<file path="config.mk">
export PLATFORM = sky130hd
export DESIGN_NAME = ro_freq_host
export DESIGN_NICKNAME = d
export VERILOG_FILES = /design/src/rtl/ro_freq_host.sv
export SDC_FILE = /design/constraint.sdc
export NUM_CORES = 1
export LEC_CHECK = 0
export CORE_ASPECT_RATIO = 0.8
export CORE_MARGIN = 5
export CORE_UTILIZATION = 41
export DETAILED_ROUTE_END_ITERATION = 16
export PLACE_DENSITY = 0.58
export SETUP_SLACK_MARGIN = 0.15
export SLEW_MARGIN = 30
export SYNTH_ARGS = -nofsm -noshare
export SYNTH_HDL_FRONTEND = slang
export SYNTH_SLANG_ARGS = --single-unit
</file>
<file path="constraint.sdc">
create_clock -name clk_i -period 4.7 [get_ports clk_i]
set_input_delay 0.705 -clock clk_i [delete_from_list [all_inputs] [get_ports clk_i]]
set_output_delay 0.705 -clock clk_i [all_outputs]
set_load 0.02 [all_outputs]
</file>
<file path="src/rtl/ro_freq_host.sv">
// ro_freq_host
//   Host-side controller for a ring-oscillator worker. Drives the worker's
//   clock_sel / mode / shift controls, counts rising edges of the worker's
//   divided oscillator output (clock_div[3]) over a fixed gate window, then
//   completes the shift/done handshake with a bounded wait.
//
//   Sequence: IDLE -> SETTLE (SETTLE cycles) -> GATE (2^GATE_LOG2 cycles)
//             -> SHIFT (1 cycle) -> WAIT (until ro_done or TIMEOUT) -> IDLE
//
// Ports
//   clk_i            system clock, the only clock
//   reset_i          synchronous active-high reset
//   start_i          measurement request, accepted only in IDLE
//   mode_in_i        worker mode, captured with an accepted start
//   busy_o           measurement in progress
//   result_o         rising-edge count of the last gate window
//   result_valid_o   result_o is valid
//   ovf_o            edge counter overflowed during the last window
//   timeout_o        ro_done was not seen within TIMEOUT cycles
//   ro_clock_sel_o   worker clock_sel
//   ro_mode_o        worker mode
//   ro_shift_o       worker shift
//   ro_div_i         worker clock_div[3], asynchronous
//   ro_done_i        worker done, asynchronous
//
// Build option
//   RO_FREQ_HOST_SAT_EN : when defined, the edge counter saturates at
//   2^CNT_W-1 instead of wrapping; ovf_o flags a blocked increment.

module ro_freq_host #(
    parameter int CNT_W       = 16,
    parameter int GATE_LOG2   = 10,
    parameter int SETTLE      = 16,
    parameter int TIMEOUT     = 64,
    parameter int SYNC_STAGES = 2
) (
    input  logic             clk_i,
    input  logic             reset_i,
    input  logic             start_i,
    input  logic             mode_in_i,
    output logic             busy_o,
    output logic [CNT_W-1:0] result_o,
    output logic             result_valid_o,
    output logic             ovf_o,
    output logic             timeout_o,
    output logic             ro_clock_sel_o,
    output logic             ro_mode_o,
    output logic             ro_shift_o,
    input  logic             ro_div_i,
    input  logic             ro_done_i
);

    localparam int GATE_LEN = 1 << GATE_LOG2;
    // One shared timer covers the settle, gate and wait phases, so it is
    // sized for the longest of them.
    localparam int TMAX = (GATE_LEN > SETTLE)
                        ? ((GATE_LEN > TIMEOUT) ? GATE_LEN : TIMEOUT)
                        : ((SETTLE   > TIMEOUT) ? SETTLE   : TIMEOUT);
    localparam int TMR_W = (TMAX > 1) ? $clog2(TMAX) : 1;

    localparam logic [TMR_W-1:0] SETTLE_END  = TMR_W'(SETTLE - 1);
    localparam logic [TMR_W-1:0] GATE_END    = TMR_W'(GATE_LEN - 1);
    localparam logic [TMR_W-1:0] TIMEOUT_END = TMR_W'(TIMEOUT - 1);

    typedef enum logic [2:0] {
        S_IDLE,
        S_SETTLE,
        S_GATE,
        S_SHIFT,
        S_WAIT
    } state_t;

    // ------------------------------------------------------------------
    // Input synchronizers and edge detect (run continuously)
    // ------------------------------------------------------------------
    logic [SYNC_STAGES-1:0] div_sync_q;
    logic [SYNC_STAGES-1:0] done_sync_q;
    logic                   div_hist_q;
    logic                   div_rise;
    logic                   done_s;

    always_ff @(posedge clk_i) begin
        if (reset_i) begin
            div_sync_q  <= '0;
            done_sync_q <= '0;
            div_hist_q  <= 1'b0;
        end else begin
            div_sync_q  <= {div_sync_q[SYNC_STAGES-2:0], ro_div_i};
            done_sync_q <= {done_sync_q[SYNC_STAGES-2:0], ro_done_i};
            div_hist_q  <= div_sync_q[SYNC_STAGES-1];
        end
    end

    assign div_rise = div_sync_q[SYNC_STAGES-1] & ~div_hist_q;
    assign done_s   = done_sync_q[SYNC_STAGES-1];

    // ------------------------------------------------------------------
    // Edge counter next value
    // ------------------------------------------------------------------
    logic [CNT_W-1:0] cnt_q;
    logic [CNT_W-1:0] cnt_d;
    logic             ovf_hit;

    always_comb begin
        cnt_d   = cnt_q;
        ovf_hit = 1'b0;
        if (div_rise) begin
`ifdef RO_FREQ_HOST_SAT_EN
            if (&cnt_q) begin
                ovf_hit = 1'b1;
            end else begin
                cnt_d = cnt_q + CNT_W'(1);
            end
`else
            cnt_d   = cnt_q + CNT_W'(1);
            ovf_hit = &cnt_q;
`endif
        end
    end

    // ------------------------------------------------------------------
    // Control FSM with registered outputs
    // ------------------------------------------------------------------
    state_t           state_q;
    logic [TMR_W-1:0] tmr_q;
    logic             busy_q;
    logic [CNT_W-1:0] result_q;
    logic             result_valid_q;
    logic             ovf_q;
    logic             timeout_q;
    logic             clock_sel_q;
    logic             mode_q;
    logic             shift_q;

    always_ff @(posedge clk_i) begin
        if (reset_i) begin
            state_q        <= S_IDLE;
            tmr_q          <= '0;
            cnt_q          <= '0;
            busy_q         <= 1'b0;
            result_q       <= '0;
            result_valid_q <= 1'b0;
            ovf_q          <= 1'b0;
            timeout_q      <= 1'b0;
            clock_sel_q    <= 1'b0;
            mode_q         <= 1'b0;
            shift_q        <= 1'b0;
        end else begin
            case (state_q)
                S_IDLE: begin
                    if (start_i) begin
                        mode_q         <= mode_in_i;
                        result_q       <= '0;
                        result_valid_q <= 1'b0;
                        ovf_q          <= 1'b0;
                        timeout_q      <= 1'b0;
                        cnt_q          <= '0;
                        tmr_q          <= '0;
                        busy_q         <= 1'b1;
                        clock_sel_q    <= 1'b1;
                        state_q        <= S_SETTLE;
                    end
                end

                S_SETTLE: begin
                    if (tmr_q == SETTLE_END) begin
                        tmr_q   <= '0;
                        state_q <= S_GATE;
                    end else begin
                        tmr_q <= tmr_q + TMR_W'(1);
                    end
                end

                S_GATE: begin
                    cnt_q <= cnt_d;
                    if (ovf_hit) begin
                        ovf_q <= 1'b1;
                    end
                    if (tmr_q == GATE_END) begin
                        // cnt_d already includes this cycle's edge
                        result_q    <= cnt_d;
                        tmr_q       <= '0;
                        clock_sel_q <= 1'b0;
                        shift_q     <= 1'b1;
                        state_q     <= S_SHIFT;
                    end else begin
                        tmr_q <= tmr_q + TMR_W'(1);
                    end
                end

                S_SHIFT: begin
                    shift_q <= 1'b0;
                    tmr_q   <= '0;
                    state_q <= S_WAIT;
                end

                S_WAIT: begin
                    if (done_s) begin
                        busy_q         <= 1'b0;
                        result_valid_q <= 1'b1;
                        state_q        <= S_IDLE;
                    end else if (tmr_q == TIMEOUT_END) begin
                        busy_q         <= 1'b0;
                        result_valid_q <= 1'b1;
                        timeout_q      <= 1'b1;
                        state_q        <= S_IDLE;
                    end else begin
                        tmr_q <= tmr_q + TMR_W'(1);
                    end
                end

                default: begin
                    state_q     <= S_IDLE;
                    busy_q      <= 1'b0;
                    clock_sel_q <= 1'b0;
                    shift_q     <= 1'b0;
                end
            endcase
        end
    end

    assign busy_o         = busy_q;
    assign result_o       = result_q;
    assign result_valid_o = result_valid_q;
    assign ovf_o          = ovf_q;
    assign timeout_o      = timeout_q;
    assign ro_clock_sel_o = clock_sel_q;
    assign ro_mode_o      = mode_q;
    assign ro_shift_o     = shift_q;

endmodule

</file>
==> results.txt, run 1 <==
outcome = finished clean
endpoints failing hold = 0
Distinct cells, synth = 58
die height = 83.2 um
remaining antenna violation count after routing = 0
worst path cell trace = clkdlybuf4s50_1 > buf_4 > clkinv_1 > o31ai_2 > nor2_1
First DRT Iteration DRCs = 155
Post-CTS Setup Repair Bufs = 0
WS Path Type = in2reg
initial core utilization = 42.6%
number of synthesized register bits = 57
die width = 101 um
DIE AREA = 8440 sq um
data arrival time of the critical path = 2500 ps
most frequent cells in the layout = 57 x dfxtp_1, 33 x nand2_1, 28 x clkdlybuf4s50_1
clock slew at reported path FFs = 60 ps
first-pass GRT wire length = 11400 um
Crit Path Max Fanout = 46
GRT Util Overall = 16.8%
Max-Cap Viols = 0
number of flops mapped to enable cells by yosys = 0
Leak = 1.08 nW
Residual DRC = 0
commonest non-fill, non-tap cell in the layout = dfxtp_1
R2R setup slack = 2510 ps
drt first pass iters = 4
Critical-path top delay cell = clkinv_1
share of layout cells above drive strength 1 = 8.99%
# IOs = 29
Primary FF master, synth = dfxtp_1
syn avg cell area = 8.36 sq um
CP max stage delay = 460 ps
routed length per instance = 14.9 um
clock skew = 7.66 ps
period utilization = 49.1%
Worst-Margin Slew = 772 ps
routed via count = 2394
TNS Setup = 0 ps
Peak Freq = 434 MHz
post-layout minimum cycle time = 2310 ps
routed vias/inst = 5.44
TritonCTS clock tree = yes
vias in the first global route = 2354
HP Class = reg2reg
P&R area growth vs syn = 18.9%
CTS sink cnt = 57
Final setup viols = 0
worst-skew pair later-pin latency = 330 ps
FP Rows = 26
antenna violations before repair = 0
Peak VDD IR = 159 uV
RSZ-0062 raised after global routing = false
Overflow after GRT = 0
CP Capture Type = register
critical path required time = 4890 ps
sequential fraction of the synthesis area = 41.6%
WHS = 442 ps
Antenna diodes = 0
CTS resizes = 0
ys async rst share = 0%
largest net degree at the start of global routing = 47
Slew HR = 48.2%
GP Congestion = 0.791
Synth Cell Area = 2740 sq um
Core ar. = 6440 sq um
port buffer count = 28
Hold Buf Count CTS = 0
max-slew violation count = 0
Syn Inst Count = 328
CTS Buffer Depth = 2
CTS Buf Count = 9
WL final = 6540 um
pwr dens = 329 nW/um^2
CTS H-tree depth = 3
hpwl dp = 4480 um
Ys Warns = 0
Nets = 359
net count after synthesis = 336
Setup crit start kind = input port
Root Buffer = clkbuf_8
[cells in the mapped netlist (2+ instances only)]
| cell type | number | share of area, % |
|---|---|---|
| nand2_1 | 33 | 4.5 |
| and3_1 | 6 | 1.4 |
| nor4_1 | 3 | 0.68 |
| o31a_1 | 4 | 1.3 |
| buf_2 | 4 | 0.73 |
| xnor2_1 | 8 | 2.6 |
| or4_1 | 2 | 0.55 |
| a311oi_1 | 2 | 0.64 |
| o31ai_1 | 3 | 0.82 |
| o21ai_1 | 4 | 0.73 |
| a31oi_1 | 3 | 0.68 |
| nor3_1 | 10 | 1.8 |
| or3_1 | 2 | 0.46 |
| nand3_1 | 27 | 4.9 |
| ha_1 | 2 | 0.91 |
| o21ai_0 | 11 | 2.0 |
| dfxtp_1 | 57 | 42 |
| clkbuf_1 | 11 | 1.5 |
| and2_1 | 5 | 1.1 |
| nor2b_1 | 9 | 2.1 |
| inv_1 | 5 | 0.68 |
| nand3b_1 | 2 | 0.55 |
| a211oi_1 | 2 | 0.55 |
| o32ai_1 | 2 | 0.64 |
| or2_2 | 3 | 0.68 |
| xor2_1 | 14 | 4.5 |
| o41ai_1 | 3 | 0.96 |
| a22oi_1 | 2 | 0.55 |
| a21oi_1 | 25 | 4.6 |
| nand4_1 | 9 | 2.1 |
| nor2_1 | 27 | 3.7 |
| buf_1 | 2 | 0.27 |
[per-layer routing]
metal	GRT usage, %	part of all wire (%)	vias up	routed length (um)
li1	-	-	1228	-
met1	23.4	51	1102	3310
met2	24.0	42	58	2740
met3	6.53	6.6	6	432
met4	4.59	0.87	0	57
met5	0	0	-	0
[path summary, 6_finish.rpt]
kind | startpoint | endpoint | cells after the start
worst max-delay path | reset_i | tmr_q[0]$_SDFFE_PP0P_ | 5
worst min-delay path | div_sync_q[0]$_SDFF_PP0_ | div_sync_q[1]$_SDFF_PP0_ | 1
worst max register to register | state_q[1]$_SDFFE_PP0P_ | result_o[0]$_SDFFE_PP0P_ | 6
worst min register to register | div_sync_q[0]$_SDFF_PP0_ | div_sync_q[1]$_SDFF_PP0_ | 1
[cells by family after synthesis]
group / after synthesis / synth area share (%)
adders and majority gates: 2 / 0.912
muxes: 2 / 0.821
xor gates and xnor gates: 22 / 7.03
DFF: 57 / 41.6
and+or+nand+nor: 147 / 27.8
AOI/OAI and AO/OA: 74 / 18.1
buffers and inverters: 24 / 3.74
[registers in the layout (all words and copies together) (netlist names), 2 cells and up]
name,flops
cnt_q,16
div_sync_q,2
done_sync_q,2
result_o,16
state_q,3
tmr_q,10
[layout make-up]
type | instances | area (sq um)
Inverter | 6 | 22.5
Clock buffer | 13 | 149
Fill cell | 612 | 3180
Clock inverter | 3 | 40.0
Multi-Input combinational cell | 247 | 1510
Tap cell | 84 | 105
Timing Repair Buffer | 30 | 295
Sequential cell | 57 | 1140
[stage by stage]
stage               worst slack, ps  util, %  total power, mW  instance area, sq um  cells
floorplan                      2860        -            0.600                  2740    328
global placement               1970     47.6            0.636                  3070    424
detailed placement             1930     47.6            0.637                  3070    424
CTS                            2270     50.6             1.09                  3260    440
global route                   2250     50.6             1.12                  3260    440
finish                         2390     50.6             1.07                  3260    440
[worst max-delay path: cells and delay by family]
family                 cells  cell delay, ps
AND/OR/NAND/NOR            1             110
AO/OA/AOI/OAI              1             330
buffers and inverters      3            1320
[report_power, final]
part	total (mW)	switching, mW	internal (mW)	leakage (nW)
Combinational	0.120	0.0816	0.0380	0.519
Clock	0.446	0.188	0.258	0.0974
Sequential	0.507	0.0138	0.493	0.461
Total	1.07	0.283	0.790	1.08
Note: power is estimated with default switching activity, not from simulation.
==> inputs of run 2 (changes only) <==
- PLACE_DENSITY: 0.58 -> 0.6
- clock period: 4.7 -> 1.9 ns (I/O delays scaled with it)
==> results.txt, run 2 (synthesis gave the netlist of run 1 again) <==
Setup crit start kind = register
initial core utilization = 42.6% (unchanged)
antenna violations before repair = 0 (unchanged)
Overflow after GRT = 0 (unchanged)
# IOs = 29 (unchanged)
critical path required time = 2120 ps (-2770 ps)
Peak Freq = 549 MHz
CTS H-tree depth = 3 (unchanged)
GP Congestion = 0.828 (+4.6%)
most frequent CP cell = or4_4
GRT Util Overall = 17.1% (+0.29 points)
sequential power share = 42.6% (-4.7 points)
port buffer count = 28 (unchanged)
CTS Buf Count = 9 (unchanged)
Root Buffer = clkbuf_8
routed via count = 2604 (+8.8%)
WL final = 7110 um (+8.8%)
P&R area growth vs syn = 35.4%
largest net degree at the start of global routing = 46 (-2.1%)
Residual DRC = 0 (unchanged)
Critical-path top delay cell = or4_4
CP max stage delay = 570 ps (+110 ps)
share of layout cells above drive strength 1 = 23.7% (+15 points)
Core Util, Final = 57.7% (+7.0 points)
HP Class = reg2reg
Power Internal = 2.15 mW (+170%)
hpwl dp = 4920 um (+10%)
WS Path Type = reg2reg
First DRT Iteration DRCs = 127 (-18%)
worst path cell trace = or4_4 > or4_4 > nand3_1 > xor2_1 > nor2_1
pwr dens = 785 nW/um^2 (+140%)
post-layout minimum cycle time = 1820 ps
commonest non-fill, non-tap cell in the layout = dfxtp_1
routed length per instance = 14.9 um (+0.55%)
Clk pwr share = 42.0% (+0.4 points)
Slew HR = 73.8% (+26 points)
drt first pass iters = 4 (unchanged)
CTS sink cnt = 57 (unchanged)
CTS Buffer Depth = 2 (unchanged)
Logic pwr share = 15.4% (+4.3 points)
CP Capture Type = register
Hold Buf Count CTS = 0 (unchanged)
Core ar. = 6440 sq um (unchanged)
remaining antenna violation count after routing = 0 (unchanged)
Max-Cap Viols = 0 (unchanged)
clock skew = 9.05 ps (+1.38 ps)
DIE AREA = 8440 sq um (unchanged)
data arrival time of the critical path = 2040 ps (-460 ps)
Worst-Margin Slew = 391 ps (-381 ps)
max-slew violation count = 0 (unchanged)
Final setup viols = 0 (unchanged)
vias in the first global route = 2314 (-1.7%)
period utilization = 95.8%
Leak = 1.28 nW (+19%)
worst-skew pair later-pin latency = 340 ps (about the same)
Peak VDD IR = 464 uV (+190%)
TNS Setup = 0 ps (unchanged)
routed vias/inst = 5.47 (+0.55%)
RSZ-0062 raised after global routing = true
outcome = finished clean
switching pwr = 0.763 mW (+170%)
cell family with most CP delay = simple AND/OR/NAND/NOR gates
CP Buf/Inv Count = 0 (-3)
FP Rows = 26 (unchanged)
most frequent cells in the layout = 49 x dfxtp_1, 32 x nand2_1, 32 x buf_4
Nets = 395 (+10%)
Crit Path Max Fanout = 5 (-89%)
clock slew at reported path FFs = 60 ps (about the same)
TritonCTS clock tree = yes
Antenna diodes = 0 (unchanged)
die width = 101 um (unchanged)
first-pass GRT wire length = 11500 um (+0.55%)
die height = 83.2 um (unchanged)
endpoints failing hold = 0 (unchanged)
Sw Share = 26.2% (-0.20 points)
## run 2: changes by cell type in the layout (fill, tap and decap cells not counted), moves of 2 or more
cell        previous run  this run
clkinvlp_4             0         2
dfxtp_1               57        49
buf_12                 0         2
or4_4                  1         3
buf_4                  2        32
dfxtp_2                0         8
nand3_2                0         5
ha_1                   2         0
buf_6                  0         2
nand3_1               27        22
## run 2: metrics by stage
step                      cells  instance area [sq um]  worst slack [ps]  hold slack (ps)  power [mW]
after floorplan             328                   2760              66.5              413        1.49
after global placement      455                   3330              37.1              423        1.66
after detailed placement    455                   3330              31.7              431        1.66
after CTS                   473                   3600              91.2              446        2.91
after global routing        476                   3710              43.7              462        3.04
final                       476                   3710              79.7              442        2.91
## run 2: worst paths after layout
kind,from,to,slack (ps),cells after the start
worst max-delay path,tmr_q[6]$_SDFFE_PP0P_,tmr_q[3]$_SDFFE_PP0P_,80,5
worst min-delay path,done_sync_q[0]$_SDFF_PP0_,done_sync_q[1]$_SDFF_PP0_,440,1
worst max register to register,tmr_q[6]$_SDFFE_PP0P_,tmr_q[3]$_SDFFE_PP0P_,80,5
worst min register to register,done_sync_q[0]$_SDFF_PP0_,done_sync_q[1]$_SDFF_PP0_,440,1
## run 2: power groups by stage
stage / Clock, mW / Combinational [mW] / Sequential [mW]
2_1_floorplan: 0 / 0.220 / 1.27
3_5_place_dp: 0 / 0.402 / 1.26
5_1_grt: 1.31 / 0.489 / 1.24
6_report: 1.22 / 0.448 / 1.24
3_3_place_gp: 0 / 0.400 / 1.26
4_1_cts: 1.25 / 0.418 / 1.24
## run 2: layout make-up
| cell class | count | area [sq um] |
|---|---|---|
| Sequential cell | 57 | 1150 |
| Clock buffer | 11 | 131 |
| Fill cell | 599 | 2730 |
| Multi-Input combinational cell | 248 | 1630 |
| Clock inverter | 5 | 80.1 |
| Tap cell | 84 | 105 |
| Inverter | 6 | 22.5 |
| Timing Repair Buffer | 65 | 594 |
## run 2: timing repair
| action | in CTS | in global routing |
|---|---|---|
| endpoints found under the setup margin | 17 | 33 |
| buffers inserted | 1 | 2 |
| pin swaps | 0 | 13 |
| resized for setup | 5 | 24 |
| cloned | 1 | 1 |
## run 2: metal layers
layer / vias to the layer above / part of all wire (%) / track usage [%]
met3: 7 / 6.2 / 4.86
li1: 1301 / - / -
met5: - / 0 / 0
met2: 81 / 42 / 24.2
met4: 0 / 0.96 / 5.07
met1: 1215 / 51 / 25.0
==> inputs of run 3 (changes only) <==
- CORE_MARGIN: 5 -> 2
==> results.txt, run 3 (synthesis gave the netlist of run 1 again) <==
outcome = finished clean
worst-skew pair later-pin latency = 340 ps (about the same)
Critical-path top delay cell = or4_4
CTS H-tree depth = 3 (unchanged)
Endpoint, Worst Hold = div_sync_q[1]$_SDFF_PP0_
Register-to-Register Path Depth = 5 (unchanged)
non-filler cells, final = 481 (+1.1%)
antenna violations before repair = 0 (unchanged)
R2R setup slack = 80 ps (about the same)
Max-Cap Viols = 0 (unchanged)
cell family with most CP delay = simple AND/OR/NAND/NOR gates
clock slew at reported path FFs = 60 ps (about the same)
# IOs = 29 (unchanged)
Antenna diodes = 0 (unchanged)
CTS Buf Count = 9 (unchanged)
post-layout minimum cycle time = 1820 ps (+4.38 ps)
CTS sink cnt = 57 (unchanged)
WHS = 434 ps (-8.27 ps)
Worst-Margin Slew = 413 ps (+22.0 ps)
most frequent cells in the layout = 47 x dfxtp_1, 38 x buf_4, 30 x nand2_1
dpl cells = 458 (+0.66%)
commonest non-fill, non-tap cell in the layout = dfxtp_1
FF-to-FF End = tmr_q[6]$_SDFFE_PP0P_
endpoints failing hold = 0 (unchanged)
Leak = 1.31 nW (+2.3%)
CP Capture Type = register
sequential power share = 45.6% (+3.0 points)
CP Buf/Inv Count = 0 (unchanged)
worst r2r src = tmr_q[6]$_SDFFE_PP0P_
clock skew = 8.57 ps (-0.477 ps)
die width = 95.4 um (-5.9%)
Root Buffer = clkbuf_8
Overflow after GRT = 0 (unchanged)
Sw Share = 28.3% (+2.1 points)
WL final = 7260 um (+2.1%)
Logic pwr share = 17.5% (+2.1 points)
Core ar. = 6440 sq um (unchanged)
DP Worst Slack = 51.5 ps (+19.7 ps)
share of layout cells above drive strength 1 = 28.5% (+4.7 points)
First DRT Iteration DRCs = 143 (+13%)
Peak Freq = 548 MHz (-0.24%)
routed vias/inst = 5.46 (-0.24%)
P&R area growth vs syn = 38.0%
HP Class = reg2reg
TNS Setup = 0 ps (unchanged)
Final setup viols = 0 (unchanged)
switching pwr = 0.770 mW (+0.85%)
CP max stage delay = 580 ps (about the same)
Nets = 402 (+1.8%)
Clk pwr share = 36.9% (-5.1 points)
pwr dens = 718 nW/um^2 (-8.5%)
drt first pass iters = 4 (unchanged)
first-pass GRT wire length = 11800 um (+2.8%)
Slew HR = 72.3% (-1.5 points)
hpwl dp = 4840 um (-1.8%)
Residual DRC = 0 (unchanged)
GP Congestion = 0.835 (+0.86%)
vias in the first global route = 2430 (+5.0%)
largest net degree at the start of global routing = 29 (-37%)
most frequent CP cell = or4_4
period utilization = 96.0% (+0.23 points)
Setup WS post-layout = 75.3 ps (-4.38 ps)
max-slew violation count = 0 (unchanged)
Crit Path Max Fanout = 5 (unchanged)
Hold Crit Start = div_sync_q[0]$_SDFF_PP0_
worst path cell trace = or4_4 > or4_4 > nand4_1 > xor2_1 > nor2_1
port buffer count = 28 (unchanged)
initial core utilization = 42.6% (unchanged)
WS Path Type = reg2reg
TritonCTS clock tree = yes
critical path required time = 2130 ps (about the same)
Hold Buf Count CTS = 0 (unchanged)
FP Rows = 26 (unchanged)
DIE AREA = 7360 sq um (-13%)
CTS Buffer Depth = 2 (unchanged)
routed via count = 2625 (+0.81%)
Power Internal = 1.95 mW (-9.4%)
routed length per instance = 15.1 um (+1.0%)
RSZ-0062 raised after global routing = true
hold path cells = 1 (unchanged)
data arrival time of the critical path = 2060 ps (+20 ps)
Peak VDD IR = 424 uV (-8.8%)
GRT Util Overall = 20.7% (+3.6 points)
die height = 77.2 um (-7.2%)
remaining antenna violation count after routing = 0 (unchanged)
Setup crit start kind = register
==> run 3: through the flow <==
step	utilization, %	power, mW	instance area [sq um]
4_1_cts	56.3	2.70	3620
5_1_grt	58.8	2.83	3780
3_3_place_gp	51.9	1.66	3340
6_report	58.8	2.72	3780
3_5_place_dp	51.9	1.66	3340
2_1_floorplan	-	1.49	2760
==> run 3: cell type report <==
| class | count | area (sq um) |
|---|---|---|
| Clock buffer | 11 | 151 |
| Inverter | 6 | 22.5 |
| Sequential cell | 57 | 1160 |
| Fill cell | 595 | 2660 |
| Tap cell | 84 | 105 |
| Multi-Input combinational cell | 248 | 1700 |
| Timing Repair Buffer | 72 | 629 |
| Clock inverter | 3 | 17.5 |
==> run 3: worst register-to-register path, stage by stage (launching register included) <==
cell,delay [ps]
dfxtp_2,320
or4_4,580
or4_4,500
nand4_1,120
xor2_1,150
nor2_1,50
==> run 3: power by group through the flow <==
| stage | Clock, mW | Combinational [mW] | Sequential, mW |
|---|---|---|---|
| 6_report | 1.00 | 0.476 | 1.24 |
| 5_1_grt | 1.08 | 0.517 | 1.24 |
| 4_1_cts | 1.03 | 0.431 | 1.24 |
| 3_5_place_dp | 0 | 0.394 | 1.26 |
| 3_3_place_gp | 0 | 0.395 | 1.26 |
| 2_1_floorplan | 0 | 0.220 | 1.27 |
==> run 3: how the worst max path moves through the flow <==
stage / cells past startpoint / end / from / slack [ps]
2_1_floorplan: 6 / tmr_q[7]$_SDFFE_PP0P_ / tmr_q[6]$_SDFFE_PP0P_ / 70
3_3_place_gp: 5 / tmr_q[9]$_SDFFE_PP0P_ / tmr_q[6]$_SDFFE_PP0P_ / 70
5_1_grt: 5 / tmr_q[7]$_SDFFE_PP0P_ / tmr_q[6]$_SDFFE_PP0P_ / 20
6_report: 5 / tmr_q[6]$_SDFFE_PP0P_ / tmr_q[6]$_SDFFE_PP0P_ / 80
4_1_cts: 5 / tmr_q[9]$_SDFFE_PP0P_ / tmr_q[6]$_SDFFE_PP0P_ / 100
3_5_place_dp: 4 / tmr_q[6]$_SDFFE_PP0P_ / tmr_q[6]$_SDFFE_PP0P_ / 50
==> run 3: what timing repair did <==
| action | in CTS | in global routing |
|---|---|---|
| gates cloned | 1 | 2 |
| setup endpoints to repair | 22 | 34 |
| pin swaps | 8 | 14 |
| gates resized for setup | 17 | 31 |
| setup buffers | 2 | 4 |
==> run 3: layer usage <==
| metal | up-vias | share of wire, % | wire length [um] | global-route usage [%] |
|---|---|---|---|---|
| li1 | 1320 | - | - | - |
| met1 | 1217 | 48 | 3500 | 30.3 |
| met2 | 84 | 44 | 3200 | 29.4 |
| met3 | 4 | 7.1 | 514 | 5.80 |
| met4 | 0 | 0.63 | 46 | 6.43 |
| met5 | - | 0 | 0 | 0 |
